--- src/rtl/loader_pkg.sv ---
// Shared definitions for the boot-time instruction loader.
package loader_pkg;

  typedef enum logic [2:0] {
    IDLE  = 3'd0,
    LEN0  = 3'd1,
    LEN1  = 3'd2,
    DATA  = 3'd3,
    WRITE = 3'd4,
    DONE  = 3'd5
  } state_t;

  localparam int HEADER_BYTES   = 2;
  localparam int BYTES_PER_WORD = 4;

endpackage

--- src/rtl/instruction_loader_word_assembler.sv ---
// Collects bytes LSB first into an instruction word and flags the final byte.
module word_assembler
  import loader_pkg::*;
#(
  parameter int Width = 32
) (
  input  logic             clk,
  input  logic             reset,
  input  logic             clear,
  input  logic             byte_valid,
  input  logic [7:0]       byte_in,
  output logic [Width-1:0] word,
  output logic             word_full
);

  logic [1:0] byte_count;

  // Shift register: after four bytes the first byte sits in the low lane.
  always_ff @(posedge clk) begin
    if (reset || clear) begin
      word       <= {Width{1'b0}};
      byte_count <= 2'd0;
    end else if (byte_valid) begin
      word       <= {byte_in, word[Width-1:8]};
      byte_count <= byte_count + 2'd1;
    end
  end

  assign word_full = (byte_count == 2'(BYTES_PER_WORD - 1));

endmodule

--- src/rtl/instruction_loader.sv ---
// Parses a word-count header from a byte stream and writes the following
// little-endian words into instruction memory, holding the core meanwhile.
module instruction_loader
  import loader_pkg::*;
#(
  parameter int Width    = 32,
  parameter int MaxWords = 1024
) (
  input  logic             clk,
  input  logic             reset,
  input  logic             start,
  input  logic [7:0]       rx_data,
  input  logic             rx_valid,
  output logic             rx_ready,
  output logic             wr_en,
  output logic [Width-1:0] wr_address,
  output logic [Width-1:0] wr_data,
  output logic             cpu_hold,
  output logic             done,
  output logic             error
);

  localparam int          IDX_W     = $clog2(MaxWords + 1);
  localparam logic [15:0] MAX_COUNT = 16'(MaxWords);

  state_t           state, next_state;
  logic [15:0]      count;
  logic [15:0]      header;
  logic [IDX_W-1:0] index, index_inc;
  logic             xfer, asm_clear, asm_valid, word_full, header_bad;

  assign xfer       = rx_valid && rx_ready;
  assign header     = {rx_data, count[7:0]};
  assign header_bad = (header == 16'd0) || (header > MAX_COUNT);
  assign index_inc  = index + {{(IDX_W-1){1'b0}}, 1'b1};
  assign asm_valid  = xfer && (state == DATA);
  assign asm_clear  = (state == IDLE) && start;

  word_assembler #(.Width(Width)) u_word_assembler (
    .clk        (clk),
    .reset      (reset),
    .clear      (asm_clear),
    .byte_valid (asm_valid),
    .byte_in    (rx_data),
    .word       (wr_data),
    .word_full  (word_full)
  );

  assign wr_address = Width'({index, 2'b00});

  always_comb begin
    next_state = state;
    case (state)
      IDLE:  if (start) next_state = LEN0; else next_state = IDLE;
      LEN0:  if (xfer) next_state = LEN1; else next_state = LEN0;
      LEN1: begin
        if (xfer) begin
          if (header_bad) next_state = IDLE;
          else            next_state = DATA;
        end else begin
          next_state = LEN1;
        end
      end
      DATA:  if (xfer && word_full) next_state = WRITE; else next_state = DATA;
      WRITE: if (16'(index_inc) == count) next_state = DONE; else next_state = DATA;
      DONE:  next_state = IDLE;
      default: next_state = IDLE;
    endcase
  end

  // Outputs are registered from the next state so they line up with it.
  always_ff @(posedge clk) begin
    if (reset) begin
      state    <= IDLE;
      rx_ready <= 1'b0;
      wr_en    <= 1'b0;
      done     <= 1'b0;
      cpu_hold <= 1'b0;
      error    <= 1'b0;
      count    <= 16'd0;
      index    <= {IDX_W{1'b0}};
    end else begin
      state    <= next_state;
      rx_ready <= (next_state == LEN0) || (next_state == LEN1) || (next_state == DATA);
      wr_en    <= (next_state == WRITE);
      done     <= (next_state == DONE);
      cpu_hold <= (next_state != IDLE);
      if (state == LEN0 && xfer) count[7:0]  <= rx_data;
      if (state == LEN1 && xfer) count[15:8] <= rx_data;
      if (asm_clear)             index <= {IDX_W{1'b0}};
      else if (state == WRITE)   index <= index_inc;
      if (asm_clear)                             error <= 1'b0;
      else if (state == LEN1 && xfer && header_bad) error <= 1'b1;
    end
  end

endmodule

--- config.mk ---
export PLATFORM = sky130hd
export DESIGN_NAME = instruction_loader
export DESIGN_NICKNAME = d
export VERILOG_FILES = /design/src/rtl/loader_pkg.sv /design/src/rtl/instruction_loader_word_assembler.sv /design/src/rtl/instruction_loader.sv
export SDC_FILE = /design/constraint.sdc
export NUM_CORES = 1
export LEC_CHECK = 0
export CAP_MARGIN = 20
export CORE_ASPECT_RATIO = 1.2
export CORE_MARGIN = 10
export CORE_UTILIZATION = 51
export CTS_BUF_LIST = sky130_fd_sc_hd__clkbuf_4
export CTS_CLUSTER_DIAMETER = 120
export DETAILED_ROUTE_END_ITERATION = 10
export HOLD_SLACK_MARGIN = 0.15
export PLACE_DENSITY_LB_ADDON = 0.08
export SLEW_MARGIN = 20
export SYNTH_ARGS = -nofsm -noshare
export SYNTH_HDL_FRONTEND = slang
export SYNTH_SLANG_ARGS = --single-unit
--- constraint.sdc ---
create_clock -name clk -period 2.4 [get_ports clk]
set_input_delay 0.48 -clock clk [delete_from_list [all_inputs] [get_ports clk]]
set_output_delay 0.48 -clock clk [all_outputs]
set_load 0.01 [all_outputs]
# ---- Yosys cells after proc, flatten, opt, wreduce, memory -nomap -nowiden
# Cells that the tools add are included.
# W data, S select, Z words.
dict set report totals {
  reg_bits 69
  output_inout_bits 69
}
dict set report op_classes {
  addsub 2
  magnitude_cmp 1
  n_eq_ne 11
  muxes 7
  n_reduce_logical 15
}
# operator n
set ops {}
lappend ops {{$eq A11 B16 Y1} 1}
lappend ops {{$gt A16 B11 Y1 const B} 1}
lappend ops {{$logic_not A16 Y1} 1}
lappend ops {{$pmux W3 S5} 1}
lappend ops {{$eq A3 B2 Y1 const B} 4}
lappend ops {{$add A11 B1 Y11 const B} 1}
lappend ops {{$eq A3 B3 Y1 const B} 3}
lappend ops {{$mux W3} 3}
lappend ops {{$logic_and A1 B1 Y1} 7}
lappend ops {{$eq A3 B1 Y1 const B} 2}
lappend ops {{$logic_or A1 B1 Y1} 4}
lappend ops {{$mux W2} 2}
lappend ops {{$logic_not A3 Y1} 1}
lappend ops {{$reduce_bool A3 Y1} 1}
lappend ops {{$add A2 B1 Y2 const B} 1}
lappend ops {{$eq A2 B2 Y1 const B} 1}
lappend ops {{$reduce_or A2 Y1} 1}
lappend ops {{$mux W1} 1}

# ---- Depth between registers and ports, before layout
dict set report depth {
  word_depth 8
  ltp_mapped 7
}

# ---- Modules after synthesis
# A second synthesis with hierarchy kept.
dict set report unflattened {
  cells_unflattened 340
  hier_area_um2 3170.5
}
# module n_inst cells_each area_each_um2 seq_area_each_um2
set by_module_without_submodules {}
lappend by_module_without_submodules {instruction_loader 1 228 1906.8 700.7}
lappend by_module_without_submodules {word_assembler 1 112 1263.7 680.7}

# ---- Worst setup path before layout
# No wires, ideal clock.
dict set report synth_timing {
  path_kind {register to register}
  startpoint {register index[0]}
  endpoint {register rx_ready}
  arrival_ps 1793
  required_time_ps 2277
  setup_slack_ps 483
  stages_incl_launch_ff 8
  cell_sequence {dfxtp_1 ha_1 nand3_1 o32ai_1 nand4_1 nor4_1 a31oi_1 a21boi_1}
}
dict set report synth_via {
  elab_chain_cells 7
  word_cells_on_any_way 9
  classes_between {add/sub (1); eq/ne (4); mux (2); reduce/logical (2)}
}
# element line_no
set synth_rtl {}
lappend synth_rtl {{start, declared} instruction_loader.sv:29} ;# logic [IDX_W-1:0] index, index_inc;
lappend synth_rtl {{start signal, assigned} instruction_loader.sv:81} ;# index <= {IDX_W{1'b0}};
lappend synth_rtl {{start signal, assigned} instruction_loader.sv:90} ;# if (asm_clear) index <= {IDX_W{1'b0}};
lappend synth_rtl {{start signal, assigned} instruction_loader.sv:91} ;# else if (state == WRITE) index <= index_inc;
lappend synth_rtl {{$add A11 B1 Y11 (*)} instruction_loader.sv:35} ;# assign index_inc = index + {{(IDX_W-1){1'b0}}, 1'b1};
lappend synth_rtl {{$eq A11 B16 Y1 (*)} instruction_loader.sv:65} ;# WRITE: if (16'(index_inc) == count) next_state = DONE; else next_state = DATA;
lappend synth_rtl {{$mux W3 (*)} instruction_loader.sv:65}
lappend synth_rtl {{$pmux W3 S5 (*)} instruction_loader.sv:53} ;# case (state)
lappend synth_rtl {{$eq A3 B1 Y1 / $eq A3 B2 Y1 (equally long branches)} instruction_loader.sv:84} ;# rx_ready <= (next_state == LEN0) || (next_state == LEN1) || (next_state == DATA);
lappend synth_rtl {{$logic_or A1 B1 Y1} instruction_loader.sv:84}
lappend synth_rtl {{$logic_or A1 B1 Y1 (*)} instruction_loader.sv:84}
lappend synth_rtl {{end signal, assigned} instruction_loader.sv:84}
lappend synth_rtl {{end, declared} instruction_loader.sv:14} ;# output logic rx_ready,
# Every way passes the cells marked *; elsewhere a longest branch is shown, timed or not.
# A chain may end at the register's enable or synchronous reset.

# ---- Worst setup path in the final report
# Ends and elaborated chain as after synthesis.

==> metrics <==
outcome finished, final reports clean; Cells after Synth 389; Chip Width between 90 and 100 um; clock buffer count from CTS 9; Arr. time, crit path 2.43 ns; top cell type's share of synthesized area between 40% and 50%; Pre-antenna DRT Iters 5; PortBufs 59; Pwr Total 2.16 mW; Final Cycle Share 88.1%; RSZ-0062 raised after global routing no; First DRT Iteration DRCs around 100; hold endpoint u_word_assembler.word[5]$_SDFFE_PP0P_; Hold Path Origin u_word_assembler.word[5]$_SDFFE_PP0P_; final setup vio count 0; CTS max path bufs 2; Worst R2R Start index[0]$_SDFFE_PP0N_; n_diodes 0; Yosys top cell by area dfxtp_1; VDD IR max 0.325 mV; DRC Markers 0; synthesis-to-layout area growth 23.8%; clock skew ~0.012 ns; ys flop type dfxtp_1; vias 2741; H-tree Lvls 3; clk root buf clkbuf_4; clock slew at reported path FFs 0.11 ns; cell area after synthesis ~0.0032 mm^2; Avg Cell Area, Syn 8.32 um^2; gr ovfl total 0; Die Height 107 um; area of the core a little over 0.006 mm^2; Reg2Reg Depth 7; Slowest Stage Delay on Critical Path 0.42 ns; I/O Pins between 80 and 90; fmax 0.473 GHz; Req. time, crit path ~2.7 ns; Leak Pwr approximately 1.4 nW; CP max FO 5; final WL 8050 um; Worst-Skew Late Latency approximately 0.42 ns; Starting Density 53.2%; Detail Placement HPWL 6020 um; CP max stage cell dfxtp_1; Total Neg Setup Slack 0 ns; fraction of layout cells with a size suffix above 1 10.3%; Worst Setup Path Type flip-flop to flip-flop; crit-path leading delay family compound AO/OA/AOI/OAI gates; CTS tree yes; Max Cap Viol 0; post-route insts no fill between 500 and 600; Ys Warns 0; Post-synth ARST share 0%; first-pass GRT wire length around 13000 um; Synth Register Bits between 60 and 70; final hold violations 0; clock period minus worst slack roughly 2.1 ns; synth top area cells dfxtp_1 43%, nand2_1 8.8%, a21oi_1 6.8%; Post-synth EDFFs 0; crit path cell chain ha_1, nand3_1, o32ai_1, nand4_1, nor4_1, a31oi_1, a21boi_1; initial antenna violation count 0; antenna viol nets, final 0; routed len/inst between 10 and 15 um; Cells on Worst Hold Path 2; GRT Resource Usage Total roughly 16%; vias in the first global route approximately 2600; Seq/Total Area, Yosys about 43%; startpoint type of the worst setup path flip-flop; fin. max-slew vios 0; PD cells around 540 mW/mm^2; routed vias/inst 5.08; die area between 0.009 and 0.01 mm^2; cts repair resizes 0; CTS Hold Bufs 0; RR Endpoint rx_ready$_SDFF_PP0_; RePlAce Congestion 0.920; Worst R2R Setup Slack 0.29 ns; clk sinks 69; worst path bufs/invs 0; dpl cells 524; Hold Path Class flip-flop to flip-flop; layout net count 467; row count 31; largest net degree at the start of global routing 43; Distinct cells, synth 46; Setup crit end kind flip-flop; Post-CTS Setup Inserts 0
## sequential cells by signal, indices dropped and copies added, names as in the netlist
register,flops
count,16
cpu_hold,1
done,1
error,1
index,11
rx_ready,1
state,3
u_word_assembler.byte_count,2
u_word_assembler.word,32
wr_en,1
## per-stage QoR
| step | hold WS (ns) | utilization [%] | instance area, um^2 | setup WS, ns |
|---|---|---|---|---|
| floorplan | 0.440 | - | 3310 | 0.483 |
| global placement | 0.441 | 63.2 | 3850 | 0.0192 |
| detailed placement | 0.446 | 63.2 | 3850 | 0.0154 |
| CTS | 0.463 | 65.8 | 4010 | 0.297 |
| global route | 0.489 | 65.8 | 4010 | 0.120 |
| finish | 0.460 | 65.8 | 4010 | 0.286 |
## tightest hold or removal path: cells and delay by family (launching register included)
kind	cells	cell delay, ns
AOI/OAI and AO/OA	1	0.05
and+or+nand+nor	1	0.05
DFF	1	0.33
## layer usage
layer | global-route usage, % | wire length [um] | vias to the layer above | share of wire, %
met5 | 0 | 0 | - | 0
met4 | 8.94 | 177 | 0 | 2.2
met3 | 4.47 | 503 | 14 | 6.2
met2 | 27.8 | 4140 | 71 | 51
met1 | 18.1 | 3230 | 1255 | 40
li1 | - | - | 1401 | -
## synth_stat cells (6+ instances only)
library cell and count:
a21oi_1 44, buf_4 22, clkbuf_1 14, dfxtp_1 69, inv_1 6, mux2i_1 17, nand2_1 76, nand3_1 8
nor2_1 36, nor3_1 7, o21ai_0 10, xnor2_1 12, xor2_1 8
## layout make-up
cell class,count,area [um^2]
repair buffers,78,758
fillers,595,2080
clock buffers,10,75.1
inverters,6,22.5
multi-input cells,289,1580
well taps,82,103
clock inverters,6,86.3
flip-flops and latches,69,1380
## logic make-up (layout without fill, tap and decap cells)
family | Yosys count | in the layout | share of synthesized area (%)
DFF | 69 | 69 | 42.7
xor gates and xnor gates | 20 | 20 | 5.41
adders and majority gates | 2 | 2 | 0.773
AOI/OAI and AO/OA | 72 | 72 | 12.9
and+or+nand+nor | 157 | 157 | 22.0
muxes | 17 | 17 | 5.25
buffers and inverters | 51 | 100 | 10.9
other | 1 | 21 | 0.116
## worst max path at each step
stage | to | slack [ns] | startpoint | depth (start not counted)
2_1_floorplan | rx_ready$_SDFF_PP0_ | 0.48 | index[0]$_SDFFE_PP0N_ | 7
3_3_place_gp | rx_ready$_SDFF_PP0_ | 0.02 | rx_data[0] | 7
3_5_place_dp | done$_SDFF_PP0_ | 0.02 | rx_data[0] | 7
4_1_cts | wr_address[8] | 0.30 | index[6]$_SDFFE_PP0N_ | 1
5_1_grt | rx_ready$_SDFF_PP0_ | 0.12 | index[0]$_SDFFE_PP0N_ | 8
6_report | rx_ready$_SDFF_PP0_ | 0.29 | index[0]$_SDFFE_PP0N_ | 7
## power by group
group          leakage [nW]  internal [mW]  total (mW)  switching [mW]
registers             0.557           1.15        1.17          0.0114
logic                 0.784         0.0614       0.145          0.0831
clock network        0.0868          0.434       0.853           0.419
total                  1.43           1.65        2.16           0.513
## placed cells by master, fill, tap and decap left out, types with 6 or more instances in the layout
cell | netlist | layout
clkbuf_4 | 0 | 10
conb_1 | 1 | 21
nand3_1 | 8 | 8
nor2_1 | 36 | 35
mux2i_1 | 17 | 17
nand2_1 | 76 | 76
a21oi_1 | 44 | 44
clkdlybuf4s50_1 | 0 | 59
nor3_1 | 7 | 7
xnor2_1 | 12 | 12
o21ai_0 | 10 | 10
xor2_1 | 8 | 8
buf_4 | 22 | 17
dfxtp_1 | 69 | 69
inv_1 | 6 | 6
No activity file was read; power rests on OpenSTA's default activity.
